## config.mk

```make
export PLATFORM = sky130hd
export DESIGN_NAME = seq_pc_reg
export DESIGN_NICKNAME = d
export VERILOG_FILES = /design/src/rtl/y86_pkg.sv /design/src/rtl/seq_pc_reg_sat_counter64.sv /design/src/rtl/seq_pc_reg.sv
export SDC_FILE = /design/constraint.sdc
export NUM_CORES = 1
export LEC_CHECK = 0
export ABC_AREA = 1
export BUFFER_PORTS_ARGS = -buffer_cell sky130_fd_sc_hd__buf_2
export CAP_MARGIN = 20
export CORE_MARGIN = 3
export CORE_UTILIZATION = 56
export CTS_BUF_LIST = sky130_fd_sc_hd__clkbuf_4 sky130_fd_sc_hd__clkbuf_8 sky130_fd_sc_hd__clkbuf_16
export CTS_CLUSTER_SIZE = 24
export DETAILED_ROUTE_END_ITERATION = 16
export GPL_ROUTABILITY_DRIVEN = 0
export PLACE_DENSITY = 0.81
export SYNTH_ARGS = -nofsm -noshare
export SYNTH_HDL_FRONTEND = slang
export SYNTH_HIERARCHICAL = 1
export SYNTH_SLANG_ARGS = --single-unit
```

## constraint.sdc

```tcl
create_clock -name clk -period 2.4 [get_ports clk]
set_input_delay 0.48 -clock clk [delete_from_list [all_inputs] [get_ports clk]]
set_output_delay 0.48 -clock clk [all_outputs]
set_load 0.005 [all_outputs]
```

## src/rtl/y86_pkg.sv

```systemverilog
// Shared Y-86 definitions: status codes, icode constants and the PC-controller state encoding.
package y86_pkg;

  localparam logic [2:0] STAT_AOK = 3'd1;
  localparam logic [2:0] STAT_HLT = 3'd2;
  localparam logic [2:0] STAT_ADR = 3'd3;
  localparam logic [2:0] STAT_INS = 3'd4;

  localparam logic [3:0] IHALT = 4'h0;
  localparam logic [3:0] IJXX  = 4'h7;
  localparam logic [3:0] ICALL = 4'h8;
  localparam logic [3:0] IRET  = 4'h9;

  typedef enum logic [1:0] {
    IDLE = 2'd0,
    RUN  = 2'd1,
    STOP = 2'd2
  } pc_state_e;

endpackage

```

## src/rtl/seq_pc_reg_sat_counter64.sv

```systemverilog
// 64-bit up-counter that sticks at all-ones; sync clear wins over load, load wins over count.
module sat_counter64 (
  input  logic        clk,
  input  logic        clr,
  input  logic        en,
  input  logic        ld,
  input  logic [63:0] ld_val,
  output logic [63:0] q
);

  always_ff @(posedge clk) begin
    if (clr) begin
      q <= '0;
    end else if (ld) begin
      q <= ld_val;
    end else if (en && (q != {64{1'b1}})) begin
      q <= q + 64'd1;
    end
  end

endmodule

```

## src/rtl/seq_pc_reg.sv

```systemverilog
// Committed-PC register and status controller for the Y-86 SEQ core, with run/pause/step
// control and saturating cycle / retired-instruction counters.
module seq_pc_reg
  import y86_pkg::*;
#(
  parameter logic [63:0] RESET_PC = 64'h0
) (
  input  logic        clk,
  input  logic        rst,
  input  logic        run,
  input  logic        step,
  input  logic [63:0] PC_new,
  input  logic [3:0]  icode,
  input  logic        instr_valid,
  input  logic        imem_error,
  input  logic        dmem_error,
  output logic [63:0] PC,
  output logic [2:0]  stat,
  output logic        halted,
  output logic        commit,
  output logic [63:0] cycle_count,
  output logic [63:0] retired_count
);

  pc_state_e  state;
  logic [2:0] nxt_stat;
  logic       do_commit;
  logic       retire_en;
  logic       cycle_en;

  // Fetch faults outrank decode faults, which outrank data faults, which outrank halt.
  function automatic logic [2:0] eval_stat(input logic       ime,
                                           input logic       ivld,
                                           input logic       dme,
                                           input logic [3:0] ic);
    if (ime)              return STAT_ADR;
    else if (!ivld)       return STAT_INS;
    else if (dme)         return STAT_ADR;
    else if (ic == IHALT) return STAT_HLT;
    else                  return STAT_AOK;
  endfunction

  always_comb begin
    nxt_stat  = eval_stat(imem_error, instr_valid, dmem_error, icode);
    do_commit = ((state == RUN) && run) || ((state == IDLE) && !run && step);
    retire_en = do_commit && ((nxt_stat == STAT_AOK) || (nxt_stat == STAT_HLT));
    cycle_en  = (state == RUN);
  end

  always_ff @(posedge clk) begin
    if (rst) begin
      state  <= IDLE;
      PC     <= RESET_PC;
      stat   <= STAT_AOK;
      halted <= 1'b0;
      commit <= 1'b0;
    end else begin
      commit <= do_commit;
      case (state)
        IDLE:    if (run)  state <= RUN;
        RUN:     if (!run) state <= IDLE;
        default: ;
      endcase
      // A non-AOK commit leaves PC on the halting/faulting instruction and locks the core.
      if (do_commit) begin
        stat <= nxt_stat;
        if (nxt_stat == STAT_AOK) begin
          PC <= PC_new;
        end else begin
          state  <= STOP;
          halted <= 1'b1;
        end
      end
    end
  end

  sat_counter64 u_cycle_cnt (
    .clk    (clk),
    .clr    (rst),
    .en     (cycle_en),
    .ld     (1'b0),
    .ld_val (64'h0),
    .q      (cycle_count)
  );

  sat_counter64 u_retired_cnt (
    .clk    (clk),
    .clr    (rst),
    .en     (retire_en),
    .ld     (1'b0),
    .ld_val (64'h0),
    .q      (retired_count)
  );

endmodule
```

; Yosys cells after proc, flatten, opt, wreduce, memory -nomap -nowiden
; Index checks and enable logic that the tools add are counted.
[word_totals]
out_inout_bits = 197
ram_bits = 0
memories = 0
inputBits = 75
word_cells = 37
latch_bits = 0
mem_bits_ro = 0
regBits = 199
[op_classes]
shifts = 0
reduce_logical = 13
n_lt_le_gt_ge = 0
n_div = 0
muxes = 9
eq_ne = 5
bitwise_logic = 1
addsub = 2
multipliers = 0
[ops]
columns = cell, count
row1 = $add 64x1->64 const B, 2
row2 = $ne 64x64->1 const B, 2
row3 = $mux 2, 6
row4 = $logic_and 1x1->1, 6
row5 = $mux 3, 2
row6 = $logic_not 4->1, 1
row7 = $pmux 2 s2, 1
row8 = $reduce_and 2->1, 2
row9 = $eq 3x1->1 const B, 1
row10 = $eq 3x2->1 const B, 1
row11 = $eq 2x1->1 const B, 1
row12 = $logic_not 2->1, 1
row13 = $logic_or 1x1->1, 2
row14 = $logic_not 1->1, 1
row15 = $not 1->1, 1

; Depth between registers and ports, before layout
; Gate-level depths: netlist of run 1.
[depth]
depth_word = 9
depth_mapped = 13
mapped_depth_nobuf = 13

; By module
; Netlist of run 1, hierarchy kept.
[by_module_without_submodules]
columns = mod, cells_per_inst, instances, area_per_inst_um2
row1 = sat_counter64 at u_cycle_cnt, 969, 1, 5157.4
row2 = sat_counter64 at u_retired_cnt, 873, 1, 4890.9
row3 = seq_pc_reg, 452, 1, 2980.4

; Least setup slack after synthesis of run 1
; Ideal clock, no wire load.
[synth_timing]
kind = in2reg
from = in run
to = reg u_retired_cnt.q[2]
path_slack_ns = 0.261
cell_stages = 7
required_ns = 2.285
arrival_time_ns = 2.024
path_cell_list = a21oi_2 -> nand2_2 -> nor4_1 -> inv_1 -> nor3_1 -> nand2_1 -> nor3b_1
[synth_between]
elab_chain_len = 6
[synth_rtl]
columns = element, line
row1 = from (decl), seq_pc_reg.sv:10  ; input logic run,
row2 = $logic_not 1->1, -
row3 = $logic_and 1x1->1 (2 in series), seq_pc_reg.sv:45  ; do_commit = ((state == RUN) && run) || ((state == IDLE) && !run && step);
row4 = $logic_or 1x1->1 *, seq_pc_reg.sv:45
row5 = $logic_and 1x1->1 *, seq_pc_reg.sv:46  ; retire_en = do_commit && ((nxt_stat == STAT_AOK) || (nxt_stat == STAT_HLT));
row6 = named net retire_en, seq_pc_reg.sv:28  ; logic retire_en;
row7 = $logic_and 1x1->1 *, seq_pc_reg_sat_counter64.sv:16  ; end else if (en && (q != {64{1'b1}})) begin
row8 = to (signal assigned), seq_pc_reg_sat_counter64.sv:15  ; q <= ld_val;
row9 = to (signal assigned), seq_pc_reg_sat_counter64.sv:17  ; q <= q + 64'd1;
row10 = to (decl), seq_pc_reg_sat_counter64.sv:8  ; output logic [63:0] q
; The timed path passes the listed nets; every way through them passes the cells marked *.
; A chain may end at the register's enable or synchronous reset.

; Worst setup path after layout of run 1
[layout_timing]
from = reg u_retired_cnt.q[0]
to = reg u_retired_cnt.q[39]
[layout_between]
elab_chain_len = 2
[layout_rtl]
columns = element
row1 = branches (longest 2 deep; another with $add 64x1->64)
; Several ways; the timed one is not identified.

==> metrics.log, run 1 <==
[metrics] outcome: completed
[metrics] num rows: 55
[metrics] biggest area consumer among synthesized cells: dfxtp_1
[metrics] Post-Synthesis Cell Area: 13000 µm²
[metrics] count of final setup violators: 0
[metrics] Crit Path Class: reg2reg
[metrics] post-synthesis xor/xnor area fraction: 0.0262
[metrics] biggest area contributors in the synthesized netlist: dfxtp_1, nand2_1, nor2_1, nand3_1, inv_1
[metrics] share of synthesized cell area in and, or, nand and nor gates: 0.485
[metrics] critical path data arrival time: 2.61 ns
[metrics] net switching power figure: 2.60 mW
[metrics] Hold/Removal Path Class: in2reg
[metrics] Adder-Cell Fraction of Synth Area: 0.00192
[metrics] Ys Warns: 6
[metrics] maximum buffer depth of the clock tree: 2
[metrics] post-route cell area: 16100 µm²
[metrics] number of fill cells in the layout: 2139
[metrics] count of final max-slew check failures: 0
[metrics] vias in the first global route: 14200
[metrics] pre-CTS setup slack: -0.00580 ns
[metrics] share of total power in sequential cells: 0.455
[metrics] cell count after synthesis: 2294
[metrics] clock tree from TritonCTS: done
[metrics] upper clock frequency limit: 436 MHz
[metrics] Area after DPL: 15500 µm²
[metrics] post-detailed-route wirelength per cell: 14.5 µm
[metrics] endpoints failing hold: 0
[metrics] hold-fix buffer count after cts: 0
[metrics] clock insertion delay at the later pin of the skew report: 0.44 ns
[metrics] number of I/O pins: 272
[metrics] GRT Resource Usage Total: 0.336
[metrics] required time of the critical path: 2.71 ns
[metrics] number of nets with antenna violations after routing: 0
[metrics] standard cell core area: 22800 µm²
[metrics] CTS Buf Count: 17
[metrics] initial standard-cell utilization of the core: 0.572
[metrics] die footprint: 25100 µm²
[metrics] portion of synthesized cell area occupied by the leading cell type: 0.306
[metrics] clock-pin slew on the worst setup and hold paths: 0.09 ns
[metrics] fraction of layout cells with a size suffix above 1: 0.159
[metrics] compound-cell area share of the yosys netlist: 0.0787
[metrics] number of levels the H-tree was split into: 4
[metrics] nets: 2799
[metrics] setup repair after global routing missed its margin: no
[metrics] final cycle utilization of the critical path: 0.957
[metrics] average instance area after synthesis: 5.68 µm²
[metrics] Overflow after GRT: 0
[metrics] Remaining DRCs: 0
[metrics] share of total power consumed by net switching: 0.322
[metrics] global-route wire length before repair: 68500 µm
[metrics] internal power: 5.49 mW
[metrics] worst-path fanout max: 16
[metrics] port buffer count: 271
[metrics] Clock Tree Root: clkbuf_16
[metrics] number of clock sinks: 199
[metrics] vias per cell: 5.21
[metrics] tightest slew margin relative to the limit: 0.654
[metrics] kind of end point of the critical path: flop
[metrics] clock share of power: 0.372
[metrics] portion of total power attributed to combinational logic: 0.173
[metrics] number of design-rule violations left by the first detailed-router iteration: 1796
[metrics] Max Clock Skew: 0.0139 ns
[metrics] proportion of synthesized area in mux cells: 0.00615
[metrics] leakage power: 7.78 nW
[metrics] antenna violations before repair: 2
[metrics] max-cap viol count: 0
[metrics] number of distinct library cell variants in the gate-level netlist after synthesis: 39
[metrics] highest ir drop seen on vdd: 460 µV
[metrics] area growth from synthesis to layout: 23.8%
[metrics] Worst Max-Slew Pin Slew: 0.517 ns
[metrics] Min Clock Period, post-route: 2.30 ns
[metrics] Worst Setup Slack, final: 0.104 ns
[metrics] via count of the routed design: 15900
[metrics] total power of the final layout: 8.09 mW
[metrics] power per unit of standard cell area: 501 nW/µm²
[metrics] number of register bits inferred by synthesis: 199
[metrics] count of TritonRoute iterations in the first routing pass: 7
[metrics] detailed placer's ending HPWL: 32400 µm
[metrics] floorplan die width: 159 µm
[metrics] dominant combinational cell family by area after synthesis: simple AND/OR/NAND/NOR gates
[metrics] die boundary height: 159 µm
[metrics] total wirelength of the detailed-routed design: 44200 µm
[metrics] final worst hold slack: 0.323 ns
[metrics] pin count of the biggest net entering global routing: 129
[metrics] CP Launch Type: flop
[metrics] Seq/Total Area, Yosys: 0.306
==> worst paths after layout <==
| check | start | end | slack [ns] | cells past startpoint |
|---|---|---|---|---|
| max | u_retired_cnt/q[0]$_SDFFE_PP0P_ | u_retired_cnt/q[39]$_SDFFE_PP0P_ | 0.10 | 11 |
| min | PC_new[42] | PC[42]$_SDFFE_PP0P_ | 0.32 | 5 |
| max reg2reg | u_retired_cnt/q[0]$_SDFFE_PP0P_ | u_retired_cnt/q[39]$_SDFFE_PP0P_ | 0.10 | 11 |
| min reg2reg | halted$_SDFFE_PP0P_ | halted$_SDFFE_PP0P_ | 0.46 | 2 |
==> power groups by stage <==
stage / Sequential [mW] / Clock [mW] / Combinational (mW)
after global routing: 3.71 / 3.19 / 1.56
after CTS: 3.68 / 3.05 / 1.33
after global placement: 3.74 / 0 / 1.29
after detailed placement: 3.75 / 0 / 1.33
final: 3.68 / 3.01 / 1.40
after floorplan: 3.77 / 0 / 0.770
==> Yosys cell counts (all sizes together) <==
cell and count:
mux2i 8, nor2 511, buf 37, nor3b 1, o21bai 21, nor3 8
a21o 2, xnor2 14, nand2 843, or2 7, dfxtp 199, nor4 1
xor2 25, a21oi 64, ha 2, nand3 166, and3 1, o21ai 98
nand4 27, nand3b 2, a21boi 2, inv 208, clkinv 2, conb 1
clkbuf 44
==> cells in the final DEF, fill, tap and decap left out, drive strengths merged, types with 7 or more instances in the layout <==
master / n
dfxtp: 199
a21oi: 64
nand4: 27
xnor2: 14
clkinv: 10
o21bai: 21
or2: 7
o21ai: 98
nor3: 8
xor2: 25
conb: 134
inv: 215
nand3: 166
clkbuf: 17
nor2: 511
nand2: 844
mux2i: 8
buf: 356
==> metal layers <==
metal | part of all wire | GRT usage | vias to the layer above | wire length [µm]
li1 | - | - | 7818 | -
met1 | 0.39 | 0.414 | 7024 | 17200
met2 | 0.46 | 0.556 | 880 | 20400
met3 | 0.098 | 0.0674 | 171 | 4350
met4 | 0.051 | 0.173 | 2 | 2250
met5 | 0.00029 | 0 | - | 13
==> sequential cells by signal, summed over array words and instances, names as in the netlist <==
name,flops
PC,64
u_cycle_cnt/q,64
u_retired_cnt/q,64
stat,3
state,2
commit,1
halted,1
==> stage by stage <==
step / TNS, ns / std cells / util
2_1_floorplan: 0 / 2427 / -
3_3_place_gp: 0 / 3013 / 0.679
3_5_place_dp: -0.00580 / 3013 / 0.679
4_1_cts: 0 / 3045 / 0.706
5_1_grt: 0 / 3049 / 0.708
6_report: 0 / 3049 / 0.708
==> cell type report <==
| cell class | instances | area, µm² | share of cell area |
|---|---|---|---|
| inverter | 210 | 797 | 0.0494 |
| tap | 313 | 392 | 0.0243 |
| sequential | 199 | 3990 | 0.247 |
| antenna | 1 | 2.50 | 0.000155 |
| clock buffer | 17 | 425 | 0.0264 |
| timing repair buffer | 356 | 2030 | 0.126 |
| clock inverter | 15 | 199 | 0.0123 |
| multi-input combinational | 1938 | 8310 | 0.515 |
==> cell families after synthesis <==
group                    Yosys count
buffers and inverters            291
flip-flops                       199
adder cells (fa/ha/maj)            2
AO/OA/AOI/OAI                    187
XOR/XNOR                          39
other                              1
multiplexers                       8
AND/OR/NAND/NOR                 1567
==> worst max-delay path, stage by stage (launching register included) <==
cell and delay (ns):
dfxtp_2 0.39, ha_1 0.22, nand2_2 0.10, nor2_4 0.12, nand2_2 0.12, nor2_4 0.20, nand2_2 0.14, o21ai_4 0.21
nand2_4 0.10, buf_4 0.22, o21ai_0 0.25, a21oi_1 0.09
==> timing repair <==
action / in CTS / in global routing
pin swaps: 0 / 1
gates cloned: 0 / 1
setup endpoints to repair: 1 / 97
setup buffers: 0 / 2
resized for setup: 1 / 11
Power figures use the tool's default switching activity.
==> inputs of run 2 (changes only) <==
- BUFFER_PORTS_ARGS: -buffer_cell sky130_fd_sc_hd__buf_2 -> not set
- CORE_UTILIZATION: 56 -> 57
- DONT_BUFFER_PORTS: not set -> 1
- PLACE_DENSITY: 0.81 -> 0.72
==> run 2 against run 1 <==
Compared with the run above:
- critical path type unchanged
- worst setup slack improved by 0.076 ns
- clock power is essentially flat
- design area fell by 6.1%
- clock skew grew 0.0024 ns
- first-iteration DRC count shrank 14%
- sequential share of layout area rose by 1.6 points
- hold slack got worse by 0.21 ns
- critical path depth is 1 higher
- routed wire length decreased by 3.4%
- sequential power shrank 1%
==> metrics.log, run 2 (synthesis gave the netlist of run 1 again) <==
[metrics] Crit Path Class: reg2reg
[metrics] Min Clock Period, post-route: 2.22 ns
[metrics] launch point of the worst reg-to-reg path: u_cycle_cnt/q[29]$_SDFFE_PP0P_
[metrics] post-detailed-route wirelength per cell: 15.3 µm
[metrics] floorplan die width: 157 µm
[metrics] clock-pin slew on the worst setup and hold paths: 0.08 ns
[metrics] CTS Buf Count: 17
[metrics] clock tree from TritonCTS: done
[metrics] count of final max-slew check failures: 0
[metrics] pre-CTS setup slack: 0.100 ns
[metrics] endpoints failing hold: 0
[metrics] Remaining DRCs: 0
[metrics] tightest slew margin relative to the limit: 0.547
[metrics] maximum buffer depth of the clock tree: 2
[metrics] Area after DPL: 14500 µm²
[metrics] worst-path fanout max: 30
[metrics] critical path data arrival time: 2.61 ns
[metrics] amount of wire on met2 after detailed routing: 20600 µm
[metrics] Max Clock Skew: 0.0163 ns
[metrics] startpoint of the worst setup timing path: u_cycle_cnt/q[29]$_SDFFE_PP0P_
[metrics] count of final setup violators: 0
[metrics] required time of the critical path: 2.79 ns
[metrics] post-route cell area: 15100 µm²
[metrics] startpoint of the lowest-slack hold path: rst
[metrics] sequential standard cell area: 3990 µm²
[metrics] number of levels the H-tree was split into: 4
[metrics] die boundary height: 157 µm
[metrics] top routing layer in use: met4
[metrics] CP Launch Type: flop
[metrics] # resized after CTS: 0
[metrics] met3 wirelength from detailed routing: 4200 µm
[metrics] nets: 2581
[metrics] die footprint: 24700 µm²
[metrics] WP buf/inv: 3
[metrics] port buffer count: 0
[metrics] multi-input logic area: 8300 µm²
[metrics] TNS Setup: 0 ns
[metrics] detailed placer's ending HPWL: 31200 µm
[metrics] Worst Max-Slew Pin Slew: 0.677 ns
[metrics] kind of end point of the critical path: flop
[metrics] standard cell core area: 22200 µm²
[metrics] vias per cell: 5.23
[metrics] Finished Core Util: 0.684
[metrics] Diodes inserted: 0
[metrics] antenna violations before repair: 0
[metrics] number of nets with antenna violations after routing: 0
[metrics] number of clock sinks: 199
[metrics] final cycle utilization of the critical path: 0.925
[metrics] largest registers: PC (64), u_cycle_cnt/q (64), u_retired_cnt/q (64)
[metrics] count of TritonRoute iterations in the first routing pass: 6
[metrics] highest ir drop seen on vdd: 444 µV
[metrics] most common cell after layout, fill and taps aside: nand2_1
[metrics] GRT Resource Usage Total: 0.333
[metrics] leading cell types in the layout, fill and taps excluded: nand2_1, nor2_1, inv_1
[metrics] setup bufs post-CTS: 0
[metrics] total wirelength of the detailed-routed design: 42700 µm
[metrics] via count of the routed design: 14600
[metrics] standard cell with the maximum stage delay on the critical path: buf_4
[metrics] num rows: 54
[metrics] area growth from synthesis to layout: 16.3%
[metrics] power per unit of standard cell area: 525 nW/µm²
[metrics] max-cap viol count: 0
[metrics] CP top delay family: simple AND/OR/NAND/NOR gates
[metrics] Worst Setup Slack, final: 0.180 ns
[metrics] total power of the final layout: 7.95 mW
[metrics] hold-fix buffer count after cts: 0
[metrics] leakage power: 6.77 nW
[metrics] Overflow after GRT: 0
[metrics] sequence of cells on the critical path: nand2_1 > nor2_1 > nand2_1 > nor2_2 > nand2_2 > buf_4 > o21ai_4 > buf_4 > nand3_1 > nand3_1 > nand2_1 > inv_1
[metrics] number of fill cells in the layout: 2144
[metrics] number of design-rule violations left by the first detailed-router iteration: 1543
[metrics] Clock Tree Root: clkbuf_16
[metrics] Hold/Removal Path Class: in2reg
[metrics] fraction of layout cells with a size suffix above 1: 0.0854
[metrics] setup repair after global routing missed its margin: no
[metrics] global-route wire length before repair: 66600 µm
[metrics] Top cell by count, worst path: nand2_1
[metrics] pin count of the biggest net entering global routing: 129
[metrics] upper clock frequency limit: 451 MHz
[metrics] Crit path largest cell delay: 0.38 ns
[metrics] initial standard-cell utilization of the core: 0.588
[metrics] outcome: completed
[metrics] clock insertion delay at the later pin of the skew report: 0.45 ns
[metrics] vias in the first global route: 13000
[metrics] WL met1: 16600 µm
[metrics] number of I/O pins: 272
[run 2: worst paths after layout]
path	cells after the start	to	slack, ns
setup / recovery	12	u_cycle_cnt/q[37]$_SDFFE_PP0P_	0.18
hold / removal	1	state[1]$_SDFF_PP0_	0.12
setup reg to reg	12	u_cycle_cnt/q[37]$_SDFFE_PP0P_	0.18
hold reg to reg	2	halted$_SDFFE_PP0P_	0.49
[run 2: cell type report]
class / count / area share
Clock buffer: 18 / 0.0290
Clock inverter: 14 / 0.0126
Inverter: 210 / 0.0521
Multi-Input combinational cell: 1937 / 0.548
Sequential cell: 199 / 0.263
Tap cell: 280 / 0.0231
Timing Repair Buffer: 139 / 0.0722
[run 2: metrics by stage]
step,hold WS (ns),instances
after detailed placement,0.482,2765
final,0.117,2797
after global placement,0.478,2765
after global routing,0.0894,2797
after floorplan,0.441,2427
after CTS,0.0868,2797
[run 2: worst reg2reg max path: stages (launching register included)]
cell	delay, ns
dfxtp_1	0.34
nand2_1	0.08
nor2_1	0.21
nand2_1	0.15
nor2_2	0.22
nand2_2	0.08
buf_4	0.15
o21ai_4	0.19
buf_4	0.38
nand3_1	0.14
nand3_1	0.11
nand2_1	0.05
inv_1	0.07
[run 2: metal layers]
layer | up-vias | GRT usage
li1 | 7388 | -
met1 | 6467 | 0.410
met2 | 683 | 0.573
met3 | 96 | 0.0767
met4 | 0 | 0.114
met5 | - | 0
[run 2: report_power, final]
group / switching, mW / internal, mW
clock network: 1.56 / 1.47
registers: 0.152 / 3.49
logic: 0.806 / 0.474
==> inputs of run 3 (changes only) <==
- MAX_ROUTING_LAYER: not set -> met4
==> run 3 against run 2 <==
Compared with the run above:
- clock skew is 0.00068 ns lower
- combinational power hardly changed
- largest cell class unchanged
- maximum frequency is 0.17% lower
==> metrics.log, run 3 (synthesis gave the netlist of run 1 again) <==
[metrics] global-route wire length before repair: 66500 µm
[metrics] Overflow after GRT: 0
[metrics] required time of the critical path: 2.75 ns
[metrics] leading cell types in the layout, fill and taps excluded: nand2_1, nor2_1, inv_1
[metrics] number of clock sinks: 199
[metrics] count of final max-slew check failures: 0
[metrics] net switching power figure: 2.51 mW
[metrics] antenna violations before repair: 0
[metrics] largest registers: PC (64), u_cycle_cnt/q (64), u_retired_cnt/q (64)
[metrics] Min Clock Period, post-route: 2.22 ns
[metrics] fraction of layout cells with a size suffix above 1: 0.0854
[metrics] number of fill cells in the layout: 2144
[metrics] number of levels the H-tree was split into: 4
[metrics] Worst Max-Slew Pin Slew: 0.662 ns
[metrics] sequence of cells on the critical path: buf_4 > nand2_1 > nor2_1 > nand3b_1 > inv_1 > nand2_1 > o21ai_0 > nand2_1 > nand2_1 > nand3_1 > nand2_1 > inv_1
[metrics] final cycle utilization of the critical path: 0.926
[metrics] vias per cell: 5.26
[metrics] TNS Setup: 0 ns
[metrics] nets: 2581
[metrics] upper clock frequency limit: 450 MHz
[metrics] highest ir drop seen on vdd: 441 µV
[metrics] Crit Path Class: reg2reg
[metrics] post-detailed-route wirelength per cell: 15.3 µm
[metrics] number of I/O pins: 272
[metrics] total power of the final layout: 7.94 mW
[metrics] floorplan die width: 157 µm
[metrics] setup bufs post-CTS: 0
[metrics] vias in the first global route: 13000
[metrics] endpoints failing hold: 0
[metrics] Area after DPL: 14500 µm²
[metrics] die boundary height: 157 µm
[metrics] pin count of the biggest net entering global routing: 129
[metrics] CP Launch Type: flop
[metrics] standard cell core area: 22200 µm²
[metrics] most common cell after layout, fill and taps aside: nand2_1
[metrics] internal power: 5.43 mW
[metrics] Top cell by count, worst path: nand2_1
[metrics] Max Clock Skew: 0.0156 ns
[metrics] Cell Count, Final, Fillers Out: 2797
[metrics] standard cell with the maximum stage delay on the critical path: dfxtp_1
[metrics] power per unit of standard cell area: 524 nW/µm²
[metrics] count of final setup violators: 0
[metrics] worst-path fanout max: 7
[metrics] die footprint: 24700 µm²
[metrics] detailed placer's ending HPWL: 31200 µm
[metrics] Finished Core Util: 0.684
[metrics] setup repair after global routing missed its margin: no
[metrics] GRT Resource Usage Total: 0.342
[metrics] via count of the routed design: 14700
[metrics] Crit path largest cell delay: 0.35 ns
[metrics] kind of end point of the critical path: flop
[metrics] count of TritonRoute iterations in the first routing pass: 6
[metrics] port buffer count: 0
[metrics] leakage power: 6.77 nW
[metrics] Diodes inserted: 0
[metrics] instance count after placement with tap cells included: 2765
[metrics] area growth from synthesis to layout: 16.3%
[metrics] CTS Buf Count: 17
[metrics] share of total power in sequential cells: 0.459
[metrics] share of total power consumed by net switching: 0.316
[metrics] number of nets with antenna violations after routing: 0
[metrics] initial standard-cell utilization of the core: 0.588
[metrics] maximum buffer depth of the clock tree: 2
[metrics] clock-pin slew on the worst setup and hold paths: 0.08 ns
[metrics] critical path data arrival time: 2.57 ns
[metrics] post-route cell area: 15100 µm²
[metrics] clock insertion delay at the later pin of the skew report: 0.45 ns
[metrics] Remaining DRCs: 0
[metrics] num rows: 54
[metrics] tightest slew margin relative to the limit: 0.558
[metrics] number of design-rule violations left by the first detailed-router iteration: 1564
[metrics] outcome: completed
[metrics] Clock Tree Root: clkbuf_16
[metrics] hold-fix buffer count after cts: 0
[metrics] total wirelength of the detailed-routed design: 42800 µm
[metrics] portion of total power attributed to combinational logic: 0.161
[metrics] Hold/Removal Path Class: in2reg
[metrics] clock tree from TritonCTS: done
[metrics] clock share of power: 0.380
[metrics] max-cap viol count: 0
-- run 3: critical path: cells and delay by family, from the launching register on --
kind	cells	cell delay, ns
flops	1	0.35
compound gates	1	0.22
buf+inv	3	0.46
simple gates	8	1.09
-- run 3: timing repair --
action | CTS | global route
resized for setup | 0 | 3
endpoints found under the setup margin | 0 | 19
hold endpoints to repair | 0 | 0
-- run 3: cell type report --
class / count / area, µm² / share of cell area
inverters: 210 / 790 / 0.0521
clock inverters: 14 / 190 / 0.0126
multi-input cells: 1937 / 8300 / 0.548
repair buffers: 139 / 1090 / 0.0722
well taps: 280 / 350 / 0.0231
clock buffers: 18 / 439 / 0.0290
flip-flops and latches: 199 / 3990 / 0.263
-- run 3: path summary, 6_finish.rpt --
path	start	endpoint	slack [ns]	depth (start not counted)
worst min-delay path	rst	state[1]$_SDFF_PP0_	0.12	1
worst min register to register	halted$_SDFFE_PP0P_	halted$_SDFFE_PP0P_	0.49	2
worst max-delay path	u_cycle_cnt/q[2]$_SDFFE_PP0P_	u_cycle_cnt/q[57]$_SDFFE_PP0P_	0.18	12
worst max register to register	u_cycle_cnt/q[2]$_SDFFE_PP0P_	u_cycle_cnt/q[57]$_SDFFE_PP0P_	0.18	12
-- run 3: routing by layer --
metal	GRT usage	vias to the layer above	share of wire
met5	-	-	0
met2	0.572	695	0.48
met1	0.411	6532	0.39
met3	0.0712	107	0.094
li1	-	7386	-
met4	0.115	0	0.033
-- run 3: power by group through the flow --
stage | registers [mW] | logic [mW] | clock network [mW]
floorplan | 3.77 | 0.770 | 0
global placement | 3.71 | 1.19 | 0
detailed placement | 3.72 | 1.22 | 0
CTS | 3.64 | 1.23 | 3.07
global route | 3.67 | 1.43 | 3.22
finish | 3.64 | 1.28 | 3.02
-- run 3: through the flow --
step / setup WS [ns] / hold slack [ns]
4_1_cts: 0.0411 / 0.0868
6_report: 0.176 / 0.118
5_1_grt: 0.0162 / 0.0946
2_1_floorplan: 0.261 / 0.441
3_5_place_dp: 0.100 / 0.482
3_3_place_gp: 0.160 / 0.478
